## src/rtl/rs_preio_bridge.sv

```systemverilog
// Word-wide PREIO bridge: SoC <-> fabric through two first-word-fall-through FIFOs
// with valid/ready handshakes, A2F overflow capture and F2A occupancy reporting.
module rs_preio_bridge #(
  parameter int unsigned DATA_W    = 8,
  parameter int unsigned A2F_DEPTH = 4,
  parameter int unsigned F2A_DEPTH = 4
) (
  input  logic                         pad_clk,
  input  logic                         pad_reset_n,
  input  logic [DATA_W-1:0]            gfpga_pad_RS_PREIO_A2F,
  input  logic                         gfpga_pad_RS_PREIO_A2F_VALID,
  output logic [DATA_W-1:0]            pad_inpad,
  output logic                         pad_inpad_valid,
  input  logic                         pad_inpad_ready,
  input  logic [DATA_W-1:0]            pad_outpad,
  input  logic                         pad_outpad_valid,
  output logic                         pad_outpad_ready,
  output logic [DATA_W-1:0]            gfpga_pad_RS_PREIO_F2A,
  output logic                         gfpga_pad_RS_PREIO_F2A_VALID,
  input  logic                         gfpga_pad_RS_PREIO_F2A_READY,
  output logic                         a2f_overflow,
  input  logic                         a2f_overflow_clr,
  output logic [$clog2(F2A_DEPTH):0]   f2a_level
);

  localparam int unsigned A2fPtrW = $clog2(A2F_DEPTH);
  localparam int unsigned A2fCntW = A2fPtrW + 1;
  localparam int unsigned F2aPtrW = $clog2(F2A_DEPTH);
  localparam int unsigned F2aCntW = F2aPtrW + 1;

  // ---------------------------------------------------------------------------
  // SoC -> fabric FIFO
  // ---------------------------------------------------------------------------
  logic [DATA_W-1:0]  a2f_mem [A2F_DEPTH];
  logic [A2fPtrW-1:0] a2f_wptr_q, a2f_wptr_d;
  logic [A2fPtrW-1:0] a2f_rptr_q, a2f_rptr_d;
  logic [A2fCntW-1:0] a2f_count_q, a2f_count_d;
  logic               a2f_ovf_q, a2f_ovf_d;
  logic               a2f_valid, a2f_full;
  logic               a2f_push, a2f_pop, a2f_drop;

  assign a2f_valid = (a2f_count_q != '0);
  assign a2f_full  = (a2f_count_q == A2fCntW'(A2F_DEPTH));
  assign a2f_pop   = a2f_valid && pad_inpad_ready;
  // A strobe into a full FIFO still lands if the head leaves on the same edge.
  assign a2f_push  = gfpga_pad_RS_PREIO_A2F_VALID && (!a2f_full || a2f_pop);
  assign a2f_drop  = gfpga_pad_RS_PREIO_A2F_VALID && a2f_full && !a2f_pop;

  always_comb begin
    a2f_wptr_d  = a2f_wptr_q;
    a2f_rptr_d  = a2f_rptr_q;
    a2f_count_d = a2f_count_q;
    a2f_ovf_d   = a2f_ovf_q;
    if (a2f_push) begin
      a2f_wptr_d = a2f_wptr_q + A2fPtrW'(1);
    end
    if (a2f_pop) begin
      a2f_rptr_d = a2f_rptr_q + A2fPtrW'(1);
    end
    if (a2f_push && !a2f_pop) begin
      a2f_count_d = a2f_count_q + A2fCntW'(1);
    end else if (!a2f_push && a2f_pop) begin
      a2f_count_d = a2f_count_q - A2fCntW'(1);
    end
    if (a2f_drop) begin
      a2f_ovf_d = 1'b1;
    end else if (a2f_overflow_clr) begin
      a2f_ovf_d = 1'b0;
    end
  end

  always_ff @(posedge pad_clk or negedge pad_reset_n) begin
    if (!pad_reset_n) begin
      a2f_wptr_q  <= '0;
      a2f_rptr_q  <= '0;
      a2f_count_q <= '0;
      a2f_ovf_q   <= 1'b0;
    end else begin
      a2f_wptr_q  <= a2f_wptr_d;
      a2f_rptr_q  <= a2f_rptr_d;
      a2f_count_q <= a2f_count_d;
      a2f_ovf_q   <= a2f_ovf_d;
    end
  end

  always_ff @(posedge pad_clk) begin
    if (a2f_push) begin
      a2f_mem[a2f_wptr_q] <= gfpga_pad_RS_PREIO_A2F;
    end
  end

  // Head is gated by valid so the data output reads zero while empty or in reset.
  assign pad_inpad       = a2f_valid ? a2f_mem[a2f_rptr_q] : '0;
  assign pad_inpad_valid = a2f_valid;
  assign a2f_overflow    = a2f_ovf_q;

  // ---------------------------------------------------------------------------
  // Fabric -> SoC FIFO
  // ---------------------------------------------------------------------------
  logic [DATA_W-1:0]  f2a_mem [F2A_DEPTH];
  logic [F2aPtrW-1:0] f2a_wptr_q, f2a_wptr_d;
  logic [F2aPtrW-1:0] f2a_rptr_q, f2a_rptr_d;
  logic [F2aCntW-1:0] f2a_count_q, f2a_count_d;
  logic               f2a_valid, f2a_ready;
  logic               f2a_push, f2a_pop;

  assign f2a_valid = (f2a_count_q != '0);
  // Ready depends only on the registered count, never on the SoC-side ready.
  assign f2a_ready = (f2a_count_q != F2aCntW'(F2A_DEPTH));
  assign f2a_push  = pad_outpad_valid && f2a_ready;
  assign f2a_pop   = f2a_valid && gfpga_pad_RS_PREIO_F2A_READY;

  always_comb begin
    f2a_wptr_d  = f2a_wptr_q;
    f2a_rptr_d  = f2a_rptr_q;
    f2a_count_d = f2a_count_q;
    if (f2a_push) begin
      f2a_wptr_d = f2a_wptr_q + F2aPtrW'(1);
    end
    if (f2a_pop) begin
      f2a_rptr_d = f2a_rptr_q + F2aPtrW'(1);
    end
    if (f2a_push && !f2a_pop) begin
      f2a_count_d = f2a_count_q + F2aCntW'(1);
    end else if (!f2a_push && f2a_pop) begin
      f2a_count_d = f2a_count_q - F2aCntW'(1);
    end
  end

  always_ff @(posedge pad_clk or negedge pad_reset_n) begin
    if (!pad_reset_n) begin
      f2a_wptr_q  <= '0;
      f2a_rptr_q  <= '0;
      f2a_count_q <= '0;
    end else begin
      f2a_wptr_q  <= f2a_wptr_d;
      f2a_rptr_q  <= f2a_rptr_d;
      f2a_count_q <= f2a_count_d;
    end
  end

  always_ff @(posedge pad_clk) begin
    if (f2a_push) begin
      f2a_mem[f2a_wptr_q] <= pad_outpad;
    end
  end

  assign gfpga_pad_RS_PREIO_F2A       = f2a_valid ? f2a_mem[f2a_rptr_q] : '0;
  assign gfpga_pad_RS_PREIO_F2A_VALID = f2a_valid;
  assign pad_outpad_ready             = f2a_ready;
  assign f2a_level                    = f2a_count_q;

endmodule

```

## config.mk

```make
export PLATFORM = sky130hd
export DESIGN_NAME = rs_preio_bridge
export DESIGN_NICKNAME = d
export VERILOG_FILES = /design/src/rtl/rs_preio_bridge.sv
export SDC_FILE = /design/constraint.sdc
export NUM_CORES = 1
export LEC_CHECK = 0
export BUFFER_PORTS_ARGS = -buffer_cell sky130_fd_sc_hd__buf_2
export CAP_MARGIN = 15
export CELL_PAD_IN_SITES_DETAIL_PLACEMENT = 0
export CELL_PAD_IN_SITES_GLOBAL_PLACEMENT = 1
export CORE_ASPECT_RATIO = 0.8
export CORE_MARGIN = 3
export CORE_UTILIZATION = 48
export CTS_CLUSTER_SIZE = 30
export DETAILED_ROUTE_END_ITERATION = 8
export MAX_ROUTING_LAYER = met4
export PLACE_DENSITY_LB_ADDON = 0.2
export SYNTH_ARGS = -nofsm -noshare
export SYNTH_HDL_FRONTEND = slang
export SYNTH_SLANG_ARGS = --single-unit
```

## constraint.sdc

```tcl
create_clock -name pad_clk -period 2.8 [get_ports pad_clk]
set_input_delay 0.14 -clock pad_clk [delete_from_list [all_inputs] [get_ports pad_clk]]
set_output_delay 0.14 -clock pad_clk [all_outputs]
set_load 0.03 [all_outputs]
```

After elaboration in Yosys (flattened, before gate mapping):

Memories as Yosys holds them, arrays and structs flattened.
Index checks and enable logic that the tools add are counted.

* $add $sub $neg: 8
* equality and inequality tests: 2
* mux-type cells: 12
* reduce and logical (&&, ||, !) cells: 21

Operator list (count)
* 8-bit 2-to-1 mux: 2
* 3-bit 2-to-1 mux: 4
* 1-bit logical AND: 10
* 2-bit by 1-bit adder with 2-bit output, second input constant: 4
* 3-bit by 1-bit adder with 3-bit output, second input constant: 2
* 1-bit 2-to-1 mux: 6
* 2-bit nonzero test: 3
* 3-bit nonzero test: 2
* 3-bit by 1-bit subtractor with 3-bit output, second input constant: 2
* 1-bit logical NOT: 5
* 3-bit equality test, second input constant: 1
* 3-bit inequality test, second input constant: 1
* 1-bit logical OR: 1

* register bits: 15
* memory bits (writable): 64
* input bits: 23
* output and inout port bits: 23
* logic and storage cells: 52
* memories kept: 2

Memory list
* a2f_mem: words 4, width 8, rd ports 1, clocked after Yosys merged registers in 0, wr ports 1, RTL line 34 `logic [DATA_W-1:0] a2f_mem [A2F_DEPTH];`
* f2a_mem: words 4, width 8, rd ports 1, clocked after Yosys merged registers in 0, wr ports 1, RTL line 100 `logic [DATA_W-1:0] f2a_mem [F2A_DEPTH];`

Depth between registers and ports, before layout:

* depth after elaboration: 8
* depth in mapped cells: 9

Least setup slack after synthesis:

OpenSTA, ideal clock, no wires.

* path kind: register to register
* start point: register f2a_count_q[1] (netlist: f2a_level[1])
* end point: register f2a_count_q[2] (netlist: f2a_level[2])
* arrival: 1996 ps
* data required time: 2719 ps
* setup slack: 723 ps
* stages on the path, launching flop included: 9
* period minus slack after synthesis: 2077 ps
* path through: dfrtp_1 -> or3_1 -> nand2_1 -> ha_1 -> inv_1 -> fa_1 -> xor2_1 -> nor2_1 -> xor2_1

* cells in the longest elaborated chain, start to end: 5
* elaborated cells between the ends (all ways): 13
* classes of those cells: add/sub: 2; eq/ne: 1; mux: 2; reduce/logical: 8

RTL lines
* start: declaration: RTL line 103 `logic [F2aCntW-1:0] f2a_count_q, f2a_count_d;`
* start signal: assignment: RTL line 138 `f2a_count_q <= f2a_count_d;`
* parallel branches: the longest is 5 deep, another holds 3-bit by 1-bit subtractor with 3-bit output

Several ways; the timed one is not identified. The select of a mux whose other input is x is not followed.
A chain may end at the register's enable or synchronous reset.

Worst setup path after layout:

Ends and elaborated chain as after synthesis.

==> results.txt <==
The clock skew after layout came out at ~0.0087 ns. The synthesized netlist cell count is ~180. The synthesized design devotes to its leading area cell type 58.2% of total area. After detailed routing, the number of remaining DRC violations is 0. The actual slew at the worst max-slew pin is 0.595 ns. The power per cell area came out at ~1200 mW/mm^2. The violation count after the first detailed-routing iteration is a little over 80. The maximum vdd ir drop is roughly 0.54 mV. The critical setup path kind is reg -> reg. Derived from the worst setup path, the maximum achievable clock frequency is 426 MHz. The sum of overflow across all layers after global routing is 0. In the post-synthesis netlist, the biggest area contributors are sky130_fd_sc_hd__edfxtp_1 (58%), sky130_fd_sc_hd__dfrtp_1 (11%), sky130_fd_sc_hd__mux4_2 (11%), sky130_fd_sc_hd__and2_1 (4.5%), sky130_fd_sc_hd__ha_1 (3.8%). The count of pins on the block boundary came out at 46.

The number of buffers between clock root and the deepest sink is 2. The vertical die dimension came out at between 80 and 90 um. Measured against its own limit, the worst slew margin works out to between 60% and 70%. The total clock buffers created by CTS is 9. Across all register-to-register paths, the minimum setup slack is between 0.4 and 0.5 ns. The count of unique library cells instantiated by Yosys is 22.

The area enclosed by the die boundary is around 0.0079 mm^2. The leakage power figure came out at 0.00147 uW. The number of standard cells in the layout, taps in and fillers out is ~320. The count of maximum capacitance violations came out at 0.

The final-report hold violation count is 0. After synthesis, the share of flip-flops with an asynchronous set or reset is about a fifth. The vias after detailed routing is roughly 1,700. The worst endpoint required time is 3.07 ns.

The horizontal die dimension came out at roughly 100 um. Once the floorplan was initialized, standard cells occupied about half of the core. The post-route netlist has 33.9% of its cells at a drive strength greater than 1. The placed cell area came out at between 0.003 and 0.004 mm^2. The type of element capturing the critical path is a register. The worst setup path is launched from a register.

The clock reaches the later pin of the worst-skew pair after ~0.34 ns. The initial antenna violation count is 0. Of all cell types, the one taking the most synthesized area is sky130_fd_sc_hd__edfxtp_1. The layout filler cell count came out at 486.

Relative to the synthesized area, the layout overhead comes to 18.5%. Counting instances in the post-synthesis netlist gives the leading cell types as sky130_fd_sc_hd__edfxtp_1 (64), sky130_fd_sc_hd__and2_1 (24), sky130_fd_sc_hd__mux4_2 (16), sky130_fd_sc_hd__dfrtp_1 (15), sky130_fd_sc_hd__ha_1 (10). The number of global-route vias before repair is 1,761. With fillers left out, the area of the finished cells amounts to 0.00391 mm^2. The maximum fanout encountered on the critical timing path came out at 11. The critical path arrival is approximately 2.6 ns.

For this run, the post-layout net count is 270. The placer's final routability congestion estimate came out at 0.780. Global routing consumed, over all layers together, between 10% and 20% of the routing resources. The worst-case setup slack after placement is around 0.44 ns. Dividing the synthesized area by the synthesized cell count gives between 15 and 20 um^2.

The cell sitting at the root of the clock tree is a sky130_fd_sc_hd__clkbuf_8. The pin count of the biggest net entering global routing is 16. The post-detailed-route wirelength per cell came out at roughly 17 um. The repair_antennas step left the layout with diodes totalling 0. The HPWL after detailed placement is slightly above 4000 um. The primary flip-flop cell chosen by synthesis mapping is sky130_fd_sc_hd__edfxtp_1.

The aggregate routed wire length came out at roughly 5600 um. The minimum setup slack in the final design came out at 0.450 ns. The count of flip-flops with a built-in enable after synthesis came out at 64. The final worst-path cycle share came out at between 80% and 90%.

The total count of max-transition violations in the final report came out at 0. In the post-synthesis netlist, the cell with the most instances is sky130_fd_sc_hd__edfxtp_1. The post-detailed-route via-to-cell ratio is slightly above 5.

In this run the worst hold path is classified as in -> reg. TritonCTS built the clock tree. The instance count after placement with tap cells included came out at just under 300. The global-route wire length before repair is between 8000 and 9000 um. The minimum clock period came out at between 2 and 2.5 ns.

The combined area of all synthesized cells came out at 0.00330 mm^2. The total negative slack came out at 0 ns. The clock drives around 80 sinks. The register area share after synthesis came out at 69.6%.

The final antenna-violating net count came out at 0. The flow ran to the end, and the final reports show no timing, DRC or antenna violations. Setup repair after global routing left no endpoint under its margin. The number of nets handed over by synthesis was 211. The H-tree generated during clock tree synthesis spans 3 levels. After floorplanning, the core was divided into 26 placement rows. The final number of setup-violating endpoints came out at 0.

The area of the core came out at 0.00654 mm^2. The total of buffers placed on input and output ports came out at 45. The flip-flop and latch count after synthesis came out at 79. The detailed-router iteration count before antenna repair came out at 4.

The clock slew seen by the registers of the worst setup and hold paths is roughly 0.08 ns. The count of yosys warnings during synthesis came out at 0.
critical path, stage by stage (launching register included):
cell                      delay (ns)
sky130_fd_sc_hd__dfrtp_1        0.44
sky130_fd_sc_hd__or3_1          0.56
sky130_fd_sc_hd__nand2_1        0.18
sky130_fd_sc_hd__ha_1           0.21
sky130_fd_sc_hd__inv_1          0.07
sky130_fd_sc_hd__fa_1           0.38
sky130_fd_sc_hd__xor2_1         0.16
sky130_fd_sc_hd__nor2_1         0.13
sky130_fd_sc_hd__xor2_1         0.15
flip-flops by register name (all words and copies together) (netlist names):
| name | cells |
|---|---|
| f2a_level | 3 |
| a2f_rptr_q | 2 |
| a2f_count_q | 3 |
| f2a_wptr_q | 2 |
| f2a_mem | 32 |
| a2f_overflow | 1 |
| a2f_wptr_q | 2 |
| a2f_mem | 32 |
| f2a_rptr_q | 2 |
worst paths after layout:
path,from,to,cells after the start
max in group asynchronous,pad_reset_n,a2f_rptr_q[0]$_DFFE_PN0N_,2
setup / recovery,f2a_level[1]$_DFFE_PN0P_,f2a_level[2]$_DFFE_PN0P_,8
hold / removal,gfpga_pad_RS_PREIO_A2F[5],a2f_mem[1][5]$_DFFE_PP_,1
setup reg to reg,f2a_level[1]$_DFFE_PN0P_,f2a_level[2]$_DFFE_PN0P_,8
hold reg to reg,a2f_count_q[2]$_DFFE_PN0P_,a2f_count_q[2]$_DFFE_PN0P_,1
min in group asynchronous,pad_reset_n,a2f_count_q[1]$_DFFE_PN0P_,2
timing repair:
action	CTS	global route
gates resized for setup	0	0
hold buffers	8	2
hold endpoints to repair	40	7
setup buffers	0	0
report_power, final:
part	total, uW	internal, uW	switching, uW
Sequential	1860	1590	276
Combinational	1670	725	949
Clock	968	585	383
Total	4510	2900	1610
metal layers:
metal | global-route usage [%] | wire length (um) | vias to the layer above
met1 | 20.7 | 2540 | 841
met5 | - | 0 | -
met4 | 4.91 | 68 | 0
li1 | - | - | 765
met2 | 23.4 | 2650 | 40
met3 | 5.73 | 321 | 10
kinds of logic (layout without fill, tap and decap cells):
kind of cell | count (synthesis) | after routing | synth area share, %
adders and majority gates | 12 | 12 | 5.00
DFF | 79 | 79 | 69.6
and+or+nand+nor | 37 | 37 | 6.93
buffers and inverters | 14 | 77 | 2.43
AOI/OAI and AO/OA | 2 | 2 | 0.492
muxes | 20 | 20 | 12.4
xor gates and xnor gates | 12 | 12 | 3.18
cell type report:
| type | instances | area (um^2) | area share (%) |
|---|---|---|---|
| Inverter | 7 | 26.3 | 0.672 |
| Clock buffer | 9 | 124 | 3.17 |
| Timing Repair Buffer | 55 | 325 | 8.31 |
| Clock inverter | 6 | 110 | 2.81 |
| Sequential cell | 79 | 2300 | 58.7 |
| Multi-Input combinational cell | 83 | 925 | 23.6 |
| Tap cell | 84 | 105 | 2.69 |
metrics by stage:
| stage | total power [uW] | util [%] | hold slack (ns) |
|---|---|---|---|
| after floorplan | 3150 | - | -0.156 |
| after global placement | 3490 | 54.7 | 0.0576 |
| after detailed placement | 3590 | 54.7 | 0.0649 |
| after CTS | 4570 | 59.5 | 0.000951 |
| after global routing | 4770 | 59.8 | 0.000110 |
| final | 4510 | 59.8 | 0.0186 |
placed cells by master (no fill, tap or decap), drive strengths merged, types with 2 or more instances in the layout:
| master | instances |
|---|---|
| nand3 | 2 |
| clkbuf | 9 |
| mux2 | 4 |
| or3 | 2 |
| ha | 10 |
| clkinv | 2 |
| inv | 7 |
| mux4 | 16 |
| bufinv | 3 |
| edfxtp | 64 |
| nor2 | 3 |
| dlygate4sd3 | 10 |
| dfrtp | 15 |
| xnor2 | 8 |
| and2 | 24 |
| fa | 2 |
| nand2 | 4 |
| buf | 45 |
| xor2 | 4 |
(Power assumes the default switching activity.)
